File: config.mk
export PLATFORM = sky130hd
export DESIGN_NAME = booth_seq_divider
export DESIGN_NICKNAME = d
export VERILOG_FILES = /design/src/rtl/booth_seq_divider.sv
export SDC_FILE = /design/constraint.sdc
export NUM_CORES = 1
export LEC_CHECK = 0
export ABC_AREA = 1
export ABC_CLOCK_PERIOD_IN_PS = 3050
export CAP_MARGIN = 25
export CORE_UTILIZATION = 40
export CTS_CLUSTER_DIAMETER = 30
export DETAILED_ROUTE_END_ITERATION = 16
export GPL_ROUTABILITY_DRIVEN = 0
export SYNTH_ARGS = -nofsm -noshare
export SYNTH_HDL_FRONTEND = slang
export SYNTH_SLANG_ARGS = --single-unit
File: constraint.sdc
create_clock -name clock -period 3.05 [get_ports clock]
set_input_delay 0.61 -clock clock [delete_from_list [all_inputs] [get_ports clock]]
set_output_delay 0.61 -clock clock [all_outputs]
set_load 0.05 [all_outputs]
File: src/rtl/booth_seq_divider.sv
// booth_seq_divider: signed restoring divider, one quotient bit per clock; define DIV_EARLY_ZERO_EN for the zero-dividend shortcut
module booth_seq_divider #(
  parameter int l_word = 4
) (
  input  logic              clock,
  input  logic              reset,
  input  logic              start,
  input  logic [l_word-1:0] dividend,
  input  logic [l_word-1:0] divisor,
  output logic              ready,
  output logic              done,
  output logic [l_word-1:0] quotient,
  output logic [l_word-1:0] remainder,
  output logic              div_by_zero,
  output logic              overflow
);
  typedef enum logic [1:0] {IDLE, CALC, FIX, DONE} state_t;
  state_t state;
  logic [5:0] cnt;
  logic [l_word-1:0] pr, dm, dvm, min_val;
  logic q_neg, r_neg, ovf_p;
  logic [l_word:0] sh, trial;
  assign min_val = {1'b1, {(l_word-1){1'b0}}};
  // dm holds the dividend magnitude and fills with quotient bits as it shifts out
  always_comb begin
    sh = {pr, dm[l_word-1]};
    trial = sh - {1'b0, dvm};
  end
  always_ff @(posedge clock or posedge reset) begin
    if (reset) begin
      state <= IDLE;
      cnt <= '0;
      pr <= '0;
      dm <= '0;
      dvm <= '0;
      q_neg <= 1'b0;
      r_neg <= 1'b0;
      ovf_p <= 1'b0;
      ready <= 1'b1;
      done <= 1'b0;
      quotient <= '0;
      remainder <= '0;
      div_by_zero <= 1'b0;
      overflow <= 1'b0;
    end else begin
      done <= 1'b0;
      if (ready && start) begin
        q_neg <= dividend[l_word-1] ^ divisor[l_word-1];
        r_neg <= dividend[l_word-1];
        dm <= dividend[l_word-1] ? -dividend : dividend;
        dvm <= divisor[l_word-1] ? -divisor : divisor;
        ovf_p <= (dividend == min_val) && (divisor == '1);
        pr <= '0;
        cnt <= 6'(l_word);
        if (divisor == '0) begin
          state <= DONE;
          done <= 1'b1;
          quotient <= '1;
          remainder <= dividend;
          div_by_zero <= 1'b1;
          overflow <= 1'b0;
        end
`ifdef DIV_EARLY_ZERO_EN
        else if (dividend == '0) begin
          state <= DONE;
          done <= 1'b1;
          quotient <= '0;
          remainder <= '0;
          div_by_zero <= 1'b0;
          overflow <= 1'b0;
        end
`endif
        else begin
          state <= CALC;
          ready <= 1'b0;
        end
      end else begin
        case (state)
          CALC: begin
            pr <= trial[l_word] ? sh[l_word-1:0] : trial[l_word-1:0];
            dm <= {dm[l_word-2:0], ~trial[l_word]};
            cnt <= cnt - 6'd1;
            state <= cnt == 6'd1 ? FIX : CALC;
          end
          FIX: begin
            quotient <= q_neg ? -dm : dm;
            remainder <= r_neg ? -pr : pr;
            overflow <= ovf_p;
            div_by_zero <= 1'b0;
            done <= 1'b1;
            ready <= 1'b1;
            state <= DONE;
          end
          DONE: state <= IDLE;
          default: state <= IDLE;
        endcase
      end
    end
  end
endmodule

==> impl_metrics.csv, run 1 <==
group,metric,value,unit
setup_path,slowest_stage,"clkdlybuf4s50_1",
drt,totalWireLength,4500,um
logic_synthesis,syn_inst,252,
timing,rsz0062_at_grt,"false",
drt,vias,1718,
clocking,cts_buffers,5,
global_routing,grt_overflow,0,
cells_and_area,syn_to_final_growth,19.6,%
floorplan,num_io_pins,23,
global_routing,grt_pass1_vias,1581,
logic_synthesis,synth_warnings,0,
logic_synthesis,syn-num-nets,277,
floorplan,die_y,73.6,um
setup_path,path_cells,"clkdlybuf4s50_1",
global_routing,grt_max_degree,36,
global_routing,grt.total_usage,18.3,%
setup_path,critPathTopFamily,"buffers and inverters",
setup_path,worst_setup_path_start_kind,"register",
flow_run,cap_viol_max_count,0,
setup_path,critical_path.max_stage_delay,800,ps
clocking,clk_path_buf_depth,2,
placement,dp_hpwl,3400,um
clocking,cts_setup_buffers,0,
drt,drtIter0Drc,86,
cells_and_area,nets,304,
timing,fmax,441,MHz
setup_path,path_max_fanout,3,
drt,wl_per_cell,13.0,um
clocking,cts_htree_levels,2,
drt,drt_pre_antenna_iters,4,
hold_path,hold_class,"register to register",
floorplan,row_count,25,
floorplan,die_area,0.00542,mm^2
drt,vias_per_cell,4.95,
floorplan,core,0.00482,mm^2
cells_and_area,fillers,481,
power_and_ir_drop,p_leak,0.00122,uW
logic_synthesis,synth_area,0.00205,mm^2
clocking,cts_resized,0,
setup_path,criticalPathCategory,"register to output pin",
clocking,worstSkewPairLatency,290,ps
setup_path,path_buf_inv,1,
global_routing,grt_pass1_wl,7290,um
setup_path,crit_arrival,1660,ps
global_routing,antenna_found_initial,0,
timing,period_minus_slack,2270,ps
timing,fin_setup_tns,0,ps
power_and_ir_drop,power.density,962,mW/mm^2
run_status,outcome,"finished, final reports clean",
timing,fin_skew,7.04,ps
clocking,cts_root_buf,"clkbuf_8",
floorplan,initial_utilization,42.6,%
floorplan,chipWidth,73.6,um
cells_and_area,n_antenna_cell,0,
logic_synthesis,avgSynthCellArea,8.14,um^2
power_and_ir_drop,irDropWorstVdd,454,uV
timing,fin_crit_sh,74.3,%
timing,setup_viol,0,
timing,drv_slew,0,
placement,placed_cells,339,
placement,dp_slack,749,ps
cells_and_area,layout.cells.non_filler,347,
timing,setup_ws,785,ps
logic_synthesis,synth-seq-area-share,42.7,%
cells_and_area,layout-drive-gt1-share,10.4,%
logic_synthesis,synth_seq_cells,35,
clocking,cts_sinks,35,
drt,route.detailed.drc,0,
cells_and_area,post-route-util,50.9,%
setup_path,cp-end-kind,"output pin",
logic_synthesis,synth_cell_type_count,32,
clocking,ctsHoldBuffers,0,
placement,io_buffers,22,
drt,ant_nets,0,
clocking,path_clk_slew,80,ps
setup_path,required,2440,ps
clocking,cts_tree,"done",
timing,finalHoldViolations,0,
timing,worst_pin_slew,499,ps
timing,relSlewSlack,66.6,%
==> path summary, 6_finish.rpt <==
| path | endpoint | slack (ps) | cells past startpoint | start |
|---|---|---|---|---|
| worst max register to register | pr[0]$_DFFE_PP0P_ | 1170 | 11 | dm[3]$_DFFE_PP0P_ |
| worst min-delay path | remainder[0]$_DFFE_PP0P_ | 470 | 2 | remainder[0]$_DFFE_PP0P_ |
| min in group asynchronous | div_by_zero$_DFFE_PP0P_ | 710 | 3 | reset |
| max in group asynchronous | ready$_DFFE_PP1P_ | 2000 | 3 | reset |
| worst max-delay path | ready | 780 | 1 | ready$_DFFE_PP1P_ |
| worst min register to register | remainder[0]$_DFFE_PP0P_ | 470 | 2 | remainder[0]$_DFFE_PP0P_ |
==> metal layers <==
layer	up-vias	share of wire [%]	wire length, um	track usage, %
met4	0	1.1	51	5.77
li1	866	-	-	-
met2	45	49	2200	30.3
met3	6	4.8	217	4.94
met1	801	45	2040	23.3
met5	-	0	0	0
==> synth_stat cells <==
master,count,area (um^2)
dfrtp_1,34,851
nor3_1,1,5.00
o21bai_1,1,7.51
xor2_1,3,26.3
nand3_4,1,17.5
nand2_2,2,12.5
or2_4,1,8.76
clkinv_2,1,5.00
nand4_1,4,25.0
nand2_4,3,33.8
dfstp_2,1,26.3
nor3_2,2,20.0
nand2_1,53,199
o221ai_1,1,8.76
nor2_4,1,11.3
nor2_1,25,93.8
o21ai_1,4,20.0
a21oi_1,13,65.1
a21oi_2,1,8.76
fa_1,1,20.0
nand3_2,1,10.0
nand4_4,1,21.3
o21ai_0,16,80.1
ha_1,13,163
o22ai_1,1,6.26
a22oi_2,1,12.5
inv_1,37,139
buf_6,2,22.5
nand3_1,21,105
o211ai_1,1,7.51
buf_2,1,5.00
inv_2,4,15.0
==> where the power goes <==
group | leakage, uW | total, uW | switching (uW) | internal, uW
Sequential | 0.000448 | 733 | 102 | 631
Combinational | 0.000713 | 1190 | 760 | 432
Clock | 0.0000612 | 436 | 172 | 264
==> kinds of logic after synthesis <==
logic type	share of synthesized area [%]
adder cells (fa/ha/maj)	8.90
AO/OA/AOI/OAI	10.5
XOR/XNOR	1.28
flip-flops	42.7
buffers and inverters	9.08
AND/OR/NAND/NOR	27.4
==> sequential cells by signal, indices dropped and copies added, names as in the netlist <==
signal       cells
cnt              6
state            2
ready            1
q_neg            1
dm               4
ovf_p            1
remainder        4
done             1
quotient         4
overflow         1
dvm              4
r_neg            1
div_by_zero      1
pr               4
==> cell usage in the layout, fill, tap and decap left out, types with 2 or more instances in the layout <==
cell             count
inv_2                4
clkdlybuf4s50_1     22
a21oi_1             13
inv_1               37
o21ai_1              4
ha_1                13
nand2_4              3
o21ai_0             16
nand3_1             21
nor2_1              25
nand4_1              4
dfrtp_1             34
nand2_2              2
nor3_2               2
clkinv_2             2
xor2_1               3
clkbuf_8             6
nand2_1             53
==> final cells by class <==
cell class	count	area [um^2]	area share (%)
multi-input combinational	172	988	40.3
timing repair buffer	23	228	9.28
sequential	35	877	35.7
tap	67	83.8	3.42
clock buffer	6	82.6	3.37
inverter	42	159	6.48
clock inverter	2	35.0	1.43
==> metrics by stage <==
step                      power [uW]  instance area [um^2]  hold WS [ps]
final                           2360                  2450           472
after global routing            2550                  2450           514
after CTS                       2370                  2450           479
after detailed placement        1920                  2340           462
after global placement          1910                  2340           466
after floorplan                 1630                  2050           445
No activity file was read; power rests on OpenSTA's default activity.
==> inputs of run 2 (changes only) <==
Settings changed: ABC_CLOCK_PERIOD_IN_PS 3050 to 1900.
Clock period 3.05 ns to 1.9 ns, I/O delays scaled along.
==> run 2 against run 1 <==
Design area increased by 1.8%. Clock power increased by 57%. Combinational power increased by 60%. Sequential power increased by 61%. Clock skew increased by 3.6 ps. Core utilization increased by 0.93 points. Routed wire length decreased by 2.1%. Power increased by 59%. Via count decreased by 2.1%. Non-clock buffer count increased by 7. Sequential share of layout area decreased by 0.64 points. Worst hold slack got worse by 2.7 ps.
==> impl_metrics.csv, run 2 (same netlist as run 1, synthesis figures left out) <==
group,metric,value,unit
setup_path,critical_path.max_stage_delay,800,ps
timing,timing.hold.ws,470,ps
floorplan,initial_utilization,42.6,%
drt,drtIter0Drc,87,
placement,dp_hpwl,3410,um
drt,totalWireLength,4410,um
timing,fin_setup_tns,0,ps
power_and_ir_drop,power.density,1500,mW/mm^2
drt,top_layer_used,"met4",
setup_path,critPathTopFamily,"buffers and inverters",
cells_and_area,layout.cells.non_filler,354,
cells_and_area,fillers,482,
setup_path,path_max_fanout,2,
clocking,ctsHoldBuffers,0,
timing,finalHoldViolations,0,
drt,vias,1682,
timing,period_minus_slack,1820,ps
drt,routed-wl-met2,2030,um
setup_path,path_cells,"clkdlybuf4s50_1",
floorplan,row_count,25,
drt,route.detailed.drc,0,
placement,dpl_cell_area,0.00238,mm^2
cells_and_area,multi_input_area,988,um^2
clocking,cts_root_buf,"clkbuf_8",
timing,fmax,551,MHz
cells_and_area,final_cell_mix,"53 x nand2_1, 37 x inv_1, 34 x dfrtp_1",
drt,met1_length,2200,um
cells_and_area,n_antenna_cell,0,
hold_path,hold_class,"register to register",
hold_path,holdPathStages,2,
cells_and_area,layout-drive-gt1-share,13.6,%
global_routing,grt_pass1_vias,1597,
flow_run,cap_viol_max_count,0,
clocking,clk_path_buf_depth,2,
power_and_ir_drop,power,3760,uW
global_routing,grt_overflow,0,
setup_path,cp-end-kind,"output pin",
cells_and_area,largest_reg_flops,6,
global_routing,grt_max_degree,36,
clocking,cts_sinks,35,
setup_path,path_depth,1,
floorplan,chipWidth,73.6,um
cells_and_area,seqCellArea,877,um^2
drt,drt_pre_antenna_iters,4,
timing,setup_viol,0,
setup_path,r2r_cells,11,
cells_and_area,syn_to_final_growth,21.8,%
floorplan,die_y,73.6,um
clocking,cts_buffers,5,
power_and_ir_drop,irDropWorstVdd,727,uV
setup_path,required,1520,ps
timing,worst_pin_slew,493,ps
clocking,path_clk_slew,80,ps
cells_and_area,final_common_cell,"nand2_1",
clocking,cts_resized,0,
run_status,outcome,"finished, final reports clean",
cells_and_area,nets,311,
drt,wl_per_cell,12.5,um
timing,fin_crit_sh,95.6,%
floorplan,core,0.00482,mm^2
floorplan,num_io_pins,23,
clocking,cts_htree_levels,2,
timing,drv_slew,0,
global_routing,antenna_found_initial,0,
floorplan,die_area,0.00542,mm^2
setup_path,crit_arrival,1440,ps
drt,vias_per_cell,4.75,
power_and_ir_drop,p_leak,0.00126,uW
clocking,worstSkewPairLatency,280,ps
global_routing,grt_pass1_wl,7740,um
setup_path,slowest_stage,"clkdlybuf4s50_1",
setup_path,path_buf_inv,1,
global_routing,grt.total_usage,19.0,%
timing,fin_skew,10.7,ps
setup_path,worst_setup_path_start_kind,"register",
drt,ant_nets,0,
timing,relSlewSlack,67.0,%
clocking,cts_setup_buffers,0,
setup_path,r2r_setup_slack,160,ps
cells_and_area,final_cell_area,0.00250,mm^2
setup_path,criticalPathCategory,"register to output pin",
timing,rsz0062_at_grt,"false",
placement,placed_cells,346,
drt,route.met3.wl,139,um
cells_and_area,top_register,"cnt",
clocking,cts_tree,"done",
placement,io_buffers,22,
-- run 2: cell count changes in the layout (fill, tap and decap cells not counted) --
cell and change:
buf_4 +10, clkdlybuf4s50_1 -3
-- run 2: per-layer routing --
layer | vias to the layer above | global-route usage (%)
met2 | 31 | 30.8
met5 | - | 0
met1 | 763 | 26.0
li1 | 884 | -
met4 | 0 | 5.13
met3 | 4 | 3.70
-- run 2: final timing paths --
kind | startpoint | end
max | quotient[1]$_DFFE_PP0P_ | quotient[1]
min | remainder[1]$_DFFE_PP0P_ | remainder[1]$_DFFE_PP0P_
max reg2reg | dm[3]$_DFFE_PP0P_ | pr[2]$_DFFE_PP0P_
min reg2reg | remainder[1]$_DFFE_PP0P_ | remainder[1]$_DFFE_PP0P_
max in group asynchronous | reset | ready$_DFFE_PP1P_
min in group asynchronous | reset | state[0]$_DFF_PP0_
-- run 2: power breakdown --
part	leakage (uW)	switching [uW]	internal, uW
Combinational	0.000751	1170	723
Sequential	0.000448	163	1010
Clock	0.0000612	261	424
Total	0.00126	1600	2160
-- run 2: cell type report --
type,instances,share of cell area (%)
Timing Repair Buffer,30,10.9
Sequential cell,35,35.1
Clock inverter,2,1.40
Clock buffer,6,3.30
Inverter,42,6.36
Multi-Input combinational cell,172,39.6
Tap cell,67,3.36
-- run 2: metrics by stage --
stage / util [%] / worst slack [ps]
floorplan: - / 264
global placement: 49.4 / 164
detailed placement: 49.4 / 95.9
CTS: 51.9 / 72.6
global route: 51.9 / 29.4
finish: 51.9 / 84.3
==> inputs of run 3 (changes only) <==
Settings changed: ABC_AREA 1 to unset.
==> run 3 against run 2 <==
The run now ends with setup timing left. Worst hold slack got worse by 130 ps. Global-route usage fell by 0.13 points. Setup slack got worse by 130 ps. Combinational power fell by 95%. Count of clock-buffer cells in the layout rose by 1. Non-clock buffer count rose by 26. Largest power group is now sequential cells. Clock power fell by 18%.
==> impl_metrics.csv, run 3 <==
group,metric,value,unit
run_status,outcome,"finished with violations",
run_status,violations,"setup timing",
clocking,worstSkewPairLatency,290,ps
power_and_ir_drop,irDropWorstVdd,248,uV
setup_path,criticalPathCategory,"register to register",
drt,route.detailed.drc,0,
placement,dp_hpwl,3530,um
placement,dp_slack,-186,ps
logic_synthesis,synth-compound-area-share,15.0,%
cells_and_area,largest_reg_flops,6,
logic_synthesis,muxShareOfSynthArea,3.80,%
logic_synthesis,synth_cell_type_count,45,
timing,fin_crit_sh,102,%
timing,setup_ws,-42.9,ps
clocking,cts_root_buf,"clkbuf_8",
setup_path,critical_path.max_stage_delay,390,ps
logic_synthesis,synth_top_family_by_area,"simple AND/OR/NAND/NOR gates",
clocking,path_clk_slew,70,ps
setup_path,worst_setup_path_start_kind,"register",
setup_path,critPathTopFamily,"compound AO/OA/AOI/OAI gates",
logic_synthesis,synth-edff-count,0,
global_routing,grt_pass1_vias,1664,
placement,io_buffers,22,
global_routing,antenna_found_initial,0,
floorplan,die_y,74.6,um
setup_path,reg2reg_to,"pr[3]$_DFFE_PP0P_",
setup_path,path_cells,"inv_2 -> ha_4 -> fa_2 -> and2b_1 -> o22a_2 -> buf_6 -> nand3_2 -> o21ai_1 -> o41a_1",
setup_path,crit_start,"dm[3]$_DFFE_PP0P_",
drt,vias_per_cell,4.94,
setup_path,required,2070,ps
logic_synthesis,synth_area,0.00211,mm^2
power_and_ir_drop,p_leak,0.00123,uW
setup_path,r2r_setup_slack,-40,ps
logic_synthesis,synth-async-reset-ratio,100,%
setup_path,crit_arrival,2120,ps
timing,rsz0062_at_grt,"true",
drt,drtIter0Drc,98,
global_routing,grt_max_degree,23,
setup_path,cp-end-kind,"register",
floorplan,initial_utilization,41.5,%
logic_synthesis,post-synth-top-area-cell,"dfrtp_1",
cells_and_area,syn_to_final_growth,32.0,%
cells_and_area,fillers,499,
logic_synthesis,synth-seq-area-share,41.7,%
timing,fin_setup_tns,-56.8,ps
logic_synthesis,synth_warnings,0,
logic_synthesis,synth_area_leaders,"dfrtp_1 40%, ha_1 7.7%, o21ai_0 4.8%",
setup_path,slowest_stage,"dfrtp_1",
logic_synthesis,synthXorXnorAreaFrac,5.82,%
cells_and_area,top_register,"cnt",
logic_synthesis,syn-num-nets,254,
timing,period_minus_slack,1940,ps
drt,ant_nets,0,
global_routing,grt.total_usage,18.9,%
logic_synthesis,syn_inst,229,
cells_and_area,final_common_cell,"dfrtp_1",
clocking,cts_htree_levels,2,
global_routing,grt_pass1_wl,7790,um
drt,wl_per_cell,13.4,um
cells_and_area,nets,307,
logic_synthesis,synth_ff_type,"dfrtp_1",
timing,finalHoldViolations,0,
clocking,cts_buffers,5,
logic_synthesis,avgSynthCellArea,9.20,um^2
floorplan,die_area,0.00556,mm^2
floorplan,chipWidth,74.6,um
clocking,cts_tree,"done",
setup_path,path_buf_inv,2,
drt,vias,1744,
setup_path,crit_end,"pr[3]$_DFFE_PP0P_",
logic_synthesis,synth_most_common_cell,"dfrtp_1",
logic_synthesis,yosys.area_share.adder,8.67,%
timing,fin_skew,9.19,ps
cells_and_area,final_cell_mix,"34 x dfrtp_1, 33 x buf_4, 24 x nand2_1",
logic_synthesis,synth_seq_cells,35,
logic_synthesis,synth_top_area_share,40.4,%
setup_path,path_max_fanout,7,
drt,totalWireLength,4720,um
power_and_ir_drop,power.density,500,mW/mm^2
drt,drt_pre_antenna_iters,4,
timing,relSlewSlack,67.1,%
cells_and_area,n_antenna_cell,0,
timing,drv_slew,0,
cells_and_area,layout-drive-gt1-share,19.8,%
hold_path,hold_class,"input port to asynchronous set/reset pin",
clocking,clk_path_buf_depth,2,
logic_synthesis,yosys-top-cells-count,"34 x dfrtp_1, 24 x nand2_1, 21 x inv_1, 20 x o21ai_0",
flow_run,cap_viol_max_count,0,
logic_synthesis,synthSimpleGateAreaFrac,19.0,%
timing,setup_viol,2,
clocking,cts_sinks,35,
timing,worst_pin_slew,492,ps
setup_path,path_depth,9,
timing,fmax,515,MHz
setup_path,rr_startpoint,"dm[3]$_DFFE_PP0P_",
cells_and_area,post-route-util,54.8,%
floorplan,core,0.00507,mm^2
floorplan,num_io_pins,23,
global_routing,grt_overflow,0,
timing,timing.hold.ws,340,ps
setup_path,r2r_cells,9,
floorplan,row_count,26,
[run 3: changes by cell type in the layout (fill, tap and decap cells not counted), sizes merged, moves of 5 or more]
cell / delta
nor2: -13
nand2b: +6
buf: +24
nor2b: +5
inv: -20
xnor2: +10
mux2i: +8
nand2: -34
o31ai: +5
nand3: -18
nand3b: +5
[run 3: cell families (layout without fill, tap and decap cells)]
logic type | Yosys count | in the layout
simple gates | 76 | 76
compound gates | 51 | 51
flops | 35 | 35
buf+inv | 31 | 85
fa+ha+maj | 14 | 14
xor+xnor | 14 | 14
mux | 8 | 8
[run 3: worst min path at each step]
stage                                to  slack (ps)  cells after the start                     start
2_1_floorplan      overflow$_DFFE_PP0P_         440                      2         ovf_p$_DFFE_PP0P_
3_3_place_gp   remainder[0]$_DFFE_PP0P_         460                      2  remainder[0]$_DFFE_PP0P_
3_5_place_dp   remainder[0]$_DFFE_PP0P_         470                      2  remainder[0]$_DFFE_PP0P_
4_1_cts              cnt[1]$_DFFE_PP0P_         340                      2                     reset
5_1_grt              cnt[1]$_DFFE_PP0P_         390                      2                     reset
6_report             cnt[1]$_DFFE_PP0P_         340                      2                     reset
[run 3: final cells by class]
type                            count  area, um^2  share of cell area, %
Clock inverter                      1        5.00                  0.180
Clock buffer                        7        86.3                   3.11
Multi-Input combinational cell    163        1150                   41.6
Sequential cell                    35         877                   31.6
Timing Repair Buffer               56         489                   17.6
Tap cell                           70        87.6                   3.15
Inverter                           21        78.8                   2.84
[run 3: worst register-to-register path: stages (launching register included)]
cell     delay, ps
dfrtp_1        390
inv_2          100
ha_4           150
fa_2           190
and2b_1        190
o22a_2         230
buf_6          150
nand3_2         60
o21ai_1         70
o41a_1         300
[run 3: report_power, final]
part           switching [uW]  internal (uW)
logic                    41.3           44.6
clock network             268            292
registers                   0            745
[run 3: metrics by stage]
stage	cell area [um^2]	power (uW)	cells
after floorplan	2130	789	229
after CTS	2740	1410	350
final	2780	1390	353
after global routing	2780	1450	353
after detailed placement	2630	843	342
after global placement	2630	843	342
[run 3: repair_timing]
item                       4_1_cts  5_1_grt
hold buffers                     0        0
pin swaps                        5        3
setup endpoints to repair        5        7
buffers inserted                 0        3
gates resized for setup          5        4
[run 3: routing by layer]
metal	wire length, um	part of all wire, %	track usage, %
met1	2330	49	25.3
met2	2210	47	30.6
met3	132	2.8	4.47
met4	48	1.0	5.03
met5	0	0	0
